## config.mk

```make
export PLATFORM = sky130hd
export DESIGN_NAME = jtag_ir_dr_path
export DESIGN_NICKNAME = d
export VERILOG_FILES = /design/src/rtl/jtag_ir_dr_path.sv
export SDC_FILE = /design/constraint.sdc
export NUM_CORES = 1
export LEC_CHECK = 0
export CAP_MARGIN = 40
export CORE_AREA = 4 4 71 47
export CTS_CLUSTER_SIZE = 10
export DETAILED_ROUTE_END_ITERATION = 10
export DIE_AREA = 0 0 75 51
export MAX_ROUTING_LAYER = met4
export PLACE_DENSITY = 0.77
export SYNTH_ARGS = -nofsm -noshare
export SYNTH_HDL_FRONTEND = slang
export SYNTH_SLANG_ARGS = --single-unit
```

## constraint.sdc

```tcl
create_clock -name TCK -period 5.95 [get_ports TCK]
set_input_delay 0.595 -clock TCK [delete_from_list [all_inputs] [get_ports TCK]]
set_output_delay 0.595 -clock TCK [all_outputs]
set_load 0.05 [all_outputs]
```

## src/rtl/jtag_ir_dr_path.sv

```systemverilog
// JTAG IR/DR path behind the TAP controller: IR, BYPASS, USER DR and optional IDCODE DR (JTAG_IDCODE_EN).
// Registers update on posedge TCK; TDO/TDO_EN follow half a cycle later on negedge TCK.
module jtag_ir_dr_path #(
  parameter int          IR_WIDTH   = 4,
  parameter int          USER_WIDTH = 8,
  parameter logic [31:0] IDCODE_VAL = 32'h1000_0001
) (
  input  logic                  TCK,
  input  logic                  TRST,
  input  logic                  TDI,
  input  logic [3:0]            state,
  input  logic [USER_WIDTH-1:0] user_dr_in,
  output logic                  TDO,
  output logic                  TDO_EN,
  output logic [IR_WIDTH-1:0]   ir_out,
  output logic [USER_WIDTH-1:0] user_dr_out
);

  typedef enum logic [3:0] {
    TLR      = 4'h0, RTI      = 4'h1, SEL_DR   = 4'h2, CAP_DR   = 4'h3,
    SH_DR    = 4'h4, EX1_DR   = 4'h5, PAUSE_DR = 4'h6, EX2_DR   = 4'h7,
    UPD_DR   = 4'h8, SEL_IR   = 4'h9, CAP_IR   = 4'hA, SH_IR    = 4'hB,
    EX1_IR   = 4'hC, PAUSE_IR = 4'hD, EX2_IR   = 4'hE, UPD_IR   = 4'hF
  } tap_state_t;

  localparam logic [IR_WIDTH-1:0] OP_IDCODE = IR_WIDTH'(1);
  localparam logic [IR_WIDTH-1:0] OP_USER   = IR_WIDTH'(2);
  localparam logic [IR_WIDTH-1:0] OP_BYPASS = '1;
`ifdef JTAG_IDCODE_EN
  localparam logic [IR_WIDTH-1:0] RST_INSTR = OP_IDCODE;
`else
  localparam logic [IR_WIDTH-1:0] RST_INSTR = OP_BYPASS;
`endif

  tap_state_t            st;
  logic [IR_WIDTH-1:0]   ir_shift;
  logic                  bypass;
  logic [USER_WIDTH-1:0] user_shift;
  logic                  sel_user;
  logic                  sel_id;
  logic                  sel_bypass;
  logic                  dr_lsb;

  assign st       = tap_state_t'(state);
  assign sel_user = (ir_out == OP_USER);
`ifdef JTAG_IDCODE_EN
  assign sel_id   = (ir_out == OP_IDCODE);
`else
  assign sel_id   = 1'b0;
`endif
  // Every opcode that is not a recognised DR falls back to the 1-bit bypass path.
  assign sel_bypass = !sel_user && !sel_id;

  always_ff @(posedge TCK or posedge TRST) begin
    if (TRST) begin
      ir_out      <= RST_INSTR;
      ir_shift    <= '0;
      bypass      <= 1'b0;
      user_shift  <= '0;
      user_dr_out <= '0;
    end else begin
      case (st)
        TLR:    ir_out   <= RST_INSTR;
        CAP_IR: ir_shift <= IR_WIDTH'(2'b01);
        SH_IR:  ir_shift <= {TDI, ir_shift[IR_WIDTH-1:1]};
        UPD_IR: ir_out   <= ir_shift;
        CAP_DR: begin
          if (sel_user)   user_shift <= user_dr_in;
          if (sel_bypass) bypass     <= 1'b0;
        end
        SH_DR: begin
          // Shift form that stays legal for a 1-bit USER register.
          if (sel_user)   user_shift <= (user_shift >> 1) | (USER_WIDTH'(TDI) << (USER_WIDTH - 1));
          if (sel_bypass) bypass     <= TDI;
        end
        UPD_DR: if (sel_user) user_dr_out <= user_shift;
        default: ;
      endcase
    end
  end

`ifdef JTAG_IDCODE_EN
  logic [31:0] id_shift;

  always_ff @(posedge TCK or posedge TRST) begin
    if (TRST) begin
      id_shift <= '0;
    end else if (sel_id) begin
      if (st == CAP_DR)     id_shift <= IDCODE_VAL;
      else if (st == SH_DR) id_shift <= {TDI, id_shift[31:1]};
    end
  end
`endif

  always_comb begin
    dr_lsb = bypass;
`ifdef JTAG_IDCODE_EN
    if (sel_id) dr_lsb = id_shift[0];
`endif
    if (sel_user) dr_lsb = user_shift[0];
  end

  always_ff @(negedge TCK or posedge TRST) begin
    if (TRST) begin
      TDO    <= 1'b0;
      TDO_EN <= 1'b0;
    end else if (st == SH_IR) begin
      TDO    <= ir_shift[0];
      TDO_EN <= 1'b1;
    end else if (st == SH_DR) begin
      TDO    <= dr_lsb;
      TDO_EN <= 1'b1;
    end else begin
      TDO    <= 1'b0;
      TDO_EN <= 1'b0;
    end
  end

endmodule

```

# [After elaboration in Yosys (flattened, before gate mapping)]
# Cells that the tools add are included.
[word_totals] register_bits=27 latchBits=0 ramBits=0 mem_bits_ro=0 inputBits=15 out_inout_bits=14 word_cells=39 memories=0
[classes] addsub=0 multipliers=0 div_mod_pow=0 magnitude_cmp=0 eq_ne=11 n_shift=0 n_mux=13 bitwise_logic=1 n_reduce_logical=7
[ops] operator="4-bit equality test, second input constant" count=4
[ops] operator="8-bit two-way mux" count=2
[ops] operator="4-bit one-hot mux with 2 select lines" count=2
[ops] operator="8-bit one-hot mux with 2 select lines" count=1
[ops] operator="4-bit by 2-bit equality test with 1-bit output, second input constant" count=2
[ops] operator="2-bit inequality test, second input constant" count=4
[ops] operator="7-bit by 8-bit OR with 8-bit output" count=1
[ops] operator="1-bit two-way mux" count=7
[ops] operator="3-bit AND reduction" count=2
[ops] operator="2-bit nonzero test" count=3
[ops] operator="4-bit by 3-bit equality test with 1-bit output, second input constant" count=1
[ops] operator="4-bit zero test" count=1
[ops] operator="1-bit one-hot mux with 2 select lines" count=1
[ops] operator="2-bit AND reduction" count=1

# [Longest topological paths before layout]
# Gate-level depths: netlist of run 1.
[depth] ltp_word=4 ltp_mapped=5 ltp_nobuf=3

==> flow_summary.ini, run 1 <==
[sta]
timing.hold.ws_ps = 518.2
rsz0062_at_grt = no
setup-violations-final = 0
setup_ws_ps = 921.4
hold_viol = 0
max_slew_margin_pct = 54.96
slew_viol_final = 0
finalSetupTns_ps = 0
fin_skew_ps = 9.001
worst-slew-pin-transition_ps = 666.2

[setup_path]
criticalPathCategory = reg -> out
path_buf_inv = 1
slowest_delay_ps = 790
end_kind = output pin
slowest_stage = clkdlybuf4s50_1
crit_arrival_ps = 4430
reg2reg_setup_slack_ps = 1400
path_cells = clkdlybuf4s50_1
cp_top_family = buffers and inverters
cp_max_fo = 1
critPathRequiredTime_ps = 5360
worstSetupStartpointType = register

[detailed_routing]
vias = 863
avgRoutedWirePerCell_um = 15.99
via_per_inst = 5.360
drc = 0
drt-pass1-iter-count = 4
drt_iter0_drc = 36
drt-total-wl_um = 2574
antenna_left = 0

[synth]
synth_fp_nets = 116
synth_top_area_share_pct = 40.94
synth_edf_count = 0
synth_cell_types = 28
yosysTopAreaCell = dfrtp_1
ys_seq_area_share_pct = 53.02
synth_most_common_cell = dfrtp_1
synth_seq_cells = 27
ys.flop_type = dfrtp_1
netlist_area_um2 = 1284
yosys_warnings = 0
netlist_top_cells_area = dfrtp_1 41%, mux2_2 14%, mux2_4 9.4%
ys_async_sr_fraction_pct = 100.0
syn_area_per_cell_um2 = 12.71
synthCells = 101
synth.top_cells.by_count = 21 x dfrtp_1, 16 x mux2_2, 9 x o21ai_0

[power_and_ir_drop]
p_leak_nw = 0.7314
seq_power_share_pct = 56.1
peakVddDrop_uv = 117.8
cellPowerDensity_nw_per_um2 = 226.0
p_sw_mw = 0.09676
swShare_pct = 26.32
power.internal_mw = 0.2708
power.share.clock_pct = 28.9
comb_power_share_pct = 15.0

[floorplanning]
initial_core_util_pct = 47.17
dieHeight_um = 51
core_region_area_um2 = 2721
placementRows = 15
ios = 29
die_area_um2 = 3825
die_w_um = 75

[final_layout]
post-route-util_pct = 59.77
num_antenna_cells = 0
stdcell_count = 161
fin_nets = 143
area_growth_pct = 26.71
layout-drive-gt1-share_pct = 28.35
fill_cells = 213

[min_path]
hold_path.class = reg -> reg

[placed_design]
hpwl_um = 1968
dpl.cell_count = 157
gp_congestion = 0.8072
dp_slack_ps = 743.1
port_buffers = 28

[global_route]
overflow = 0
grt_use_total_pct = 15.94
grt_max_degree = 28
antenna_found_initial = 0
grt_pass1_wl_um = 4436
grt_pass1_vias = 920

[cts]
post_cts_buffers = 0
postCtsHoldBufs = 0
clk_latency_ps = 280
cts_made_buffers = 3
cts_root_buf = clkbuf_8
clk_pin_slew_ps = 90
cts.repair.resized = 0
htreeDepth = 1
cts.sink_count = 27
cts_buffer_depth = 2
tritoncts = built

[run]
cap_violations = 0

[run_status]
status = completed
flip-flops by register name (all words and copies together), names as in the netlist:
| name | cells |
|---|---|
| user_shift | 8 |
| user_dr_out | 8 |
| ir_out | 4 |
| TDO_EN | 1 |
| bypass | 1 |
| TDO | 1 |
| ir_shift | 4 |
cell type report:
type / count / area, um2 / share of cell area [%]
clock buffers: 3 / 41.29 / 2.538
clock inverters: 1 / 7.507 / 0.4615
inverters: 1 / 3.754 / 0.2308
multi-input cells: 66 / 563.0 / 34.62
flip-flops and latches: 27 / 680.7 / 41.85
well taps: 34 / 42.54 / 2.615
repair buffers: 29 / 287.8 / 17.69
through the flow:
| stage | total power, mW | cell area (um2) |
|---|---|---|
| 4_1_cts | 0.3717 | 1627 |
| 3_5_place_dp | 0.2652 | 1578 |
| 5_1_grt | 0.3843 | 1627 |
| 6_report | 0.3676 | 1627 |
| 3_3_place_gp | 0.2625 | 1578 |
| 2_1_floorplan | 0.2418 | 1284 |
final timing paths:
| check | startpoint | endpoint | cells after the start |
|---|---|---|---|
| max | TDO | TDO | 1 |
| min | ir_shift[1] | ir_shift[1] | 2 |
| max reg2reg | ir_out[1] | TDO | 3 |
| min reg2reg | ir_shift[1] | ir_shift[1] | 2 |
| max in group asynchronous | TRST | TDO_EN | 3 |
| min in group asynchronous | TRST | user_dr_out[4] | 3 |
kinds of logic after synthesis:
kind of cell,after synthesis,synth area share [%]
buffers and inverters,8,3.118
flip-flops,27,53.02
AO/OA/AOI/OAI,17,8.772
AND/OR/NAND/NOR,24,10.92
multiplexers,25,24.17
power by group through the flow:
stage                     clock [mW]  sequential, mW  combinational [mW]
final                          0.106           0.206              0.0552
after global routing           0.116           0.208              0.0606
after CTS                      0.110           0.206              0.0560
after detailed placement           0           0.209              0.0560
after global placement             0           0.209              0.0539
after floorplan                    0           0.217              0.0245
layout by cell type, fill, tap and decap left out:
cell | Yosys | routed
nor3_1 | 1 | 1
mux2_4 | 8 | 8
nand3_1 | 2 | 2
dfrtp_1 | 21 | 21
or4bb_1 | 1 | 1
clkdlybuf4s50_1 | 0 | 28
nand2_1 | 7 | 7
a21bo_2 | 1 | 1
a21oi_2 | 1 | 1
nand3b_1 | 1 | 1
nor4b_1 | 1 | 1
clkbuf_8 | 0 | 3
o21ai_0 | 9 | 9
or4_4 | 1 | 1
or4b_1 | 2 | 2
a22oi_1 | 4 | 4
clkinvlp_4 | 0 | 1
buf_4 | 0 | 1
mux2i_1 | 1 | 1
nand2b_1 | 1 | 1
nor2_1 | 5 | 5
o2bb2ai_1 | 1 | 1
nor2b_1 | 1 | 1
dfrtn_1 | 2 | 2
a32o_1 | 1 | 1
mux2_2 | 16 | 16
and4_1 | 1 | 1
inv_1 | 1 | 1
dfstp_2 | 4 | 4
routing by layer:
layer	up-vias	track usage [%]	wire, um
met5	-	-	0
met4	0	6.213	59
met3	6	2.947	81
met2	17	25.14	1235
met1	425	20.35	1198
li1	415	-	-
No activity file was read; power rests on OpenSTA's default activity.
==> run 2: changes to the inputs <==
Settings changed: CORE_AREA 4 4 71 47 to 4 4 72 47, DIE_AREA 0 0 75 51 to 0 0 76 51, PLACE_DENSITY 0.77 to 0.76.
Clock period 5.95 ns to 4.8 ns, I/O delays scaled along.
==> run 2 against run 1 <==
Hold slack worse by 21 ps; non-clock buffer count up 2; count of clock-buffer cells in the layout up 1; first-iteration DRC count increased to 2.6 times the previous value; clock power up 18%; routed wire length is 4.1% lower; utilization is 0.40 points lower; power up 22%; register-to-register slack lost 530 ps; clock skew rose by 1.9 ps; flip-flop and latch count unchanged.
==> flow_summary.ini, run 2 (synthesized netlist as in run 1, its figures left out) <==
[cts]
clk_latency_ps = 280
cts.repair.resized = 0
cts_root_buf = clkbuf_8
clk_pin_slew_ps = 80
post_cts_buffers = 0
cts_made_buffers = 3
htreeDepth = 1
tritoncts = built
cts_buffer_depth = 2
cts.sink_count = 27
postCtsHoldBufs = 0

[placed_design]
hpwl_um = 1860
gp_congestion = 0.7771
port_buffers = 28
dpl.cell_count = 159

[sta]
finalSetupTns_ps = 0
worst-slew-pin-transition_ps = 665.0
hold_viol = 0
rsz0062_at_grt = no
slew_viol_final = 0
max_slew_margin_pct = 55.04
setup-violations-final = 0
fin_skew_ps = 10.90

[floorplanning]
die_area_um2 = 3876
initial_core_util_pct = 46.53
dieHeight_um = 51
placementRows = 15
die_w_um = 76
ios = 29
core_region_area_um2 = 2759

[setup_path]
criticalPathCategory = reg -> out
path_cells = clkdlybuf4s50_1
rr_startpoint = ir_out[1]
path_buf_inv = 1
cp_top_family = buffers and inverters
end_kind = output pin
worstSetupStartpointType = register
reg2reg_setup_slack_ps = 870
r2r_cells = 3
slowest_stage = clkdlybuf4s50_1
rr_endpoint = TDO
cp_max_fo = 1
crit_arrival_ps = 3860
slowest_delay_ps = 790
critPathRequiredTime_ps = 4320

[run]
cap_violations = 0

[detailed_routing]
vias = 859
drc = 0
drt-total-wl_um = 2469
antenna_left = 0
avgRoutedWirePerCell_um = 15.15
drt-pass1-iter-count = 4
drt_iter0_drc = 94
via_per_inst = 5.270

[global_route]
grt_use_total_pct = 13.48
grt_pass1_vias = 809
antenna_found_initial = 0
grt_max_degree = 28
grt_pass1_wl_um = 4071
overflow = 0

[final_layout]
fill_cells = 212
layout-drive-gt1-share_pct = 28.68
area_growth_pct = 27.58
register_area_um2 = 680.7
reg.largest.list = user_dr_out: 8 flops, user_shift: 8 flops
num_antenna_cells = 0
final_common_cell = clkdlybuf4s50_1
fin_nets = 145
stdcell_count = 163
mostFrequentLayoutCells = 28 x clkdlybuf4s50_1, 21 x dfrtp_1, 16 x mux2_2, 9 x o21ai_0, 8 x mux2_4
multi_input_area_um2 = 563.0

[min_path]
min_delay_worst_endpoint = bypass
hold_path.class = reg -> reg
hp-start = bypass
hold_depth = 1

[power_and_ir_drop]
peakVddDrop_uv = 169.4
p_leak_nw = 0.7415
cellPowerDensity_nw_per_um2 = 274.1

[run_status]
status = completed
==> run 2: changes by cell type in the layout (fill, tap and decap cells not counted), sizes merged <==
| cell | before | now |
|---|---|---|
| clkinvlp | 1 | 0 |
| buf | 1 | 3 |
| clkbuf | 3 | 4 |
==> run 2: worst reg2reg max path: stages, from the launching register on <==
cell	delay, ps
dfstp_2	560
or4b_1	550
mux2i_1	200
o2bb2ai_1	80
==> run 2: worst max path at each step <==
stage	from	endpoint	slack, ps	cells after the start
after detailed placement	state[2]	TDO	650	3
after CTS	TDO	TDO	450	1
after global placement	state[1]	TDO	690	3
final	TDO	TDO	460	1
after floorplan	ir_out[1]	TDO	750	4
after global routing	TDO	TDO	420	1
==> run 2: metal layers <==
metal	wire length [um]	up-vias	global-route usage, %
li1	-	419	-
met1	1226	427	18.93
met2	1159	11	20.31
met3	68	2	2.817
met4	15	0	2.663
met5	0	-	-
==> run 2: report_power, final <==
group	internal, mW	switching, mW	total, mW	leakage (nW)
registers	0.244	0.0110	0.255	0.356
clock network	0.0594	0.0654	0.125	0.0228
logic	0.0338	0.0357	0.0696	0.362
==> run 2: cell type report <==
| cell class | count | area share (%) |
|---|---|---|
| Clock buffer | 4 | 2.750 |
| Tap cell | 34 | 2.597 |
| Timing Repair Buffer | 31 | 18.49 |
| Sequential cell | 27 | 41.56 |
| Multi-Input combinational cell | 66 | 34.38 |
| Inverter | 1 | 0.2292 |
==> run 2: per-stage QoR <==
step / utilization [%] / hold slack [ps] / worst slack [ps] / power, mW / cell area, um2
final: 59.37 / 497.5 / 463.6 / 0.4490 / 1638
after floorplan: - / 465.5 / 750.9 / 0.2997 / 1284
after detailed placement: 57.73 / 485.0 / 647.0 / 0.3291 / 1593
after CTS: 59.37 / 502.8 / 452.8 / 0.4550 / 1638
after global placement: 57.73 / 477.0 / 691.3 / 0.3257 / 1593
after global routing: 59.37 / 525.1 / 423.1 / 0.4699 / 1638
==> run 3: changes to the inputs <==
Settings changed: CORE_AREA 4 4 72 47 to 4 4 75 49, DIE_AREA 0 0 76 51 to 0 0 79 53, PLACE_DENSITY 0.76 to 0.83.
Clock period 4.8 ns to 3.5 ns, I/O delays scaled along.
==> run 3 against run 2 <==
Register-to-register slack got worse by 670 ps; clock skew fell by 1.3 ps; cell count rose by 8.6%; critical endpoint is now TDO; largest power group unchanged; highest routed layer unchanged.
==> flow_summary.ini, run 3 (synthesized netlist as in run 1, its figures left out) <==
[sta]
rsz0062_at_grt = no
slew_viol_final = 0
fin_skew_ps = 9.601
max_slew_margin_pct = 49.83
finalSetupTns_ps = 0
hold_viol = 0
setup-violations-final = 0
worst-slew-pin-transition_ps = 742.0

[run]
cap_violations = 0

[cts]
post_cts_buffers = 0
clk_pin_slew_ps = 90
tritoncts = built
clk_latency_ps = 280
cts.sink_count = 27
htreeDepth = 1
cts_root_buf = clkbuf_8
postCtsHoldBufs = 0
cts_buffer_depth = 2
cts.repair.resized = 0
cts_made_buffers = 3

[final_layout]
fin_nets = 148
area_growth_pct = 30.12
reg.largest.list = user_dr_out: 8 flops, user_shift: 8 flops
layout-drive-gt1-share_pct = 32.58
fill_cells = 286
num_antenna_cells = 0
multi_input_area_um2 = 563.0
final_common_cell = clkdlybuf4s50_1
register_area_um2 = 680.7
mostFrequentLayoutCells = 26 x clkdlybuf4s50_1, 21 x dfrtp_1, 16 x mux2_2, 9 x o21ai_0
post-route-util_pct = 54.18

[power_and_ir_drop]
p_leak_nw = 0.7624
cellPowerDensity_nw_per_um2 = 375.5
peakVddDrop_uv = 228.4

[detailed_routing]
drt_iter0_drc = 43
drt-pass1-iter-count = 4
wl_met1_um = 1336
maxUsedRoutingLayer = met4
dr_wl_met3_um = 143
drc = 0
vias = 901
via_per_inst = 5.090
drt-total-wl_um = 2869
wl_met2_um = 1328
avgRoutedWirePerCell_um = 16.21
antenna_left = 0

[floorplanning]
die_w_um = 79
die_area_um2 = 4187
placementRows = 16
initial_core_util_pct = 41.64
dieHeight_um = 53
core_region_area_um2 = 3083
ios = 29

[setup_path]
end_kind = register
worstSetupStartpointType = register
critPathRequiredTime_ps = 1880
criticalPathCategory = reg -> reg
crit_arrival_ps = 1690
cp_max_fo = 5

[global_route]
grt_max_degree = 26
grt_pass1_vias = 1019
antenna_found_initial = 0
grt_use_total_pct = 16.49
overflow = 0
grt_pass1_wl_um = 5064

[min_path]
hold_path.class = reg -> reg

[run_status]
status = completed

[placed_design]
hpwl_um = 2178
gp_congestion = 0.8578
port_buffers = 28
[run 3: cell types whose count changed in the layout (fill, tap and decap cells not counted)]
cell             before  now
clkdlybuf4s50_1      28   26
clkinv_2              0    1
clkbuf_1              1    0
buf_4                 3    8
[run 3: through the flow]
stage	cell area, um2	power, mW	hold WS [ps]	setup slack [ps]	std cells
5_1_grt	1670	0.6588	541.2	131.9	177
3_3_place_gp	1624	0.4493	486.7	222.7	173
4_1_cts	1670	0.6349	522.7	190.0	177
3_5_place_dp	1624	0.4563	500.4	181.4	173
6_report	1670	0.6271	517.6	197.7	177
2_1_floorplan	1284	0.4110	399.7	100.9	101
[run 3: worst paths after layout]
kind | startpoint | to | slack, ps | cells past startpoint
max | ir_out[1] | TDO | 200 | 3
min | user_dr_out[0] | user_dr_out[0] | 520 | 1
max reg2reg | ir_out[1] | TDO | 200 | 3
min reg2reg | user_dr_out[0] | user_dr_out[0] | 520 | 1
max in group asynchronous | TRST | TDO | 1440 | 2
min in group asynchronous | TRST | ir_shift[1] | 550 | 3
[run 3: cell type report]
type,count,share of cell area [%]
inverters,1,0.2247
multi-input cells,66,33.71
repair buffers,34,19.18
flip-flops and latches,27,40.75
well taps,45,3.371
clock buffers,3,2.472
clock inverters,1,0.2996
[run 3: critical path: stages (launching register included)]
cell and delay, ps:
dfstp_2 570, or4b_1 570, mux2i_1 190, o2bb2ai_1 80
[run 3: where the power goes]
part,internal [mW],total [mW],leakage (nW),switching [mW]
registers,0.334,0.351,0.356,0.0164
clock network,0.0799,0.178,0.0255,0.0981
logic,0.0482,0.0986,0.381,0.0504
[run 3: layer usage]
| metal | vias up | GRT usage (%) |
|---|---|---|
| li1 | 425 | - |
| met1 | 449 | 19.96 |
| met2 | 21 | 26.82 |
| met4 | 0 | 6.286 |
| met5 | - | - |
| met3 | 6 | 4.422 |
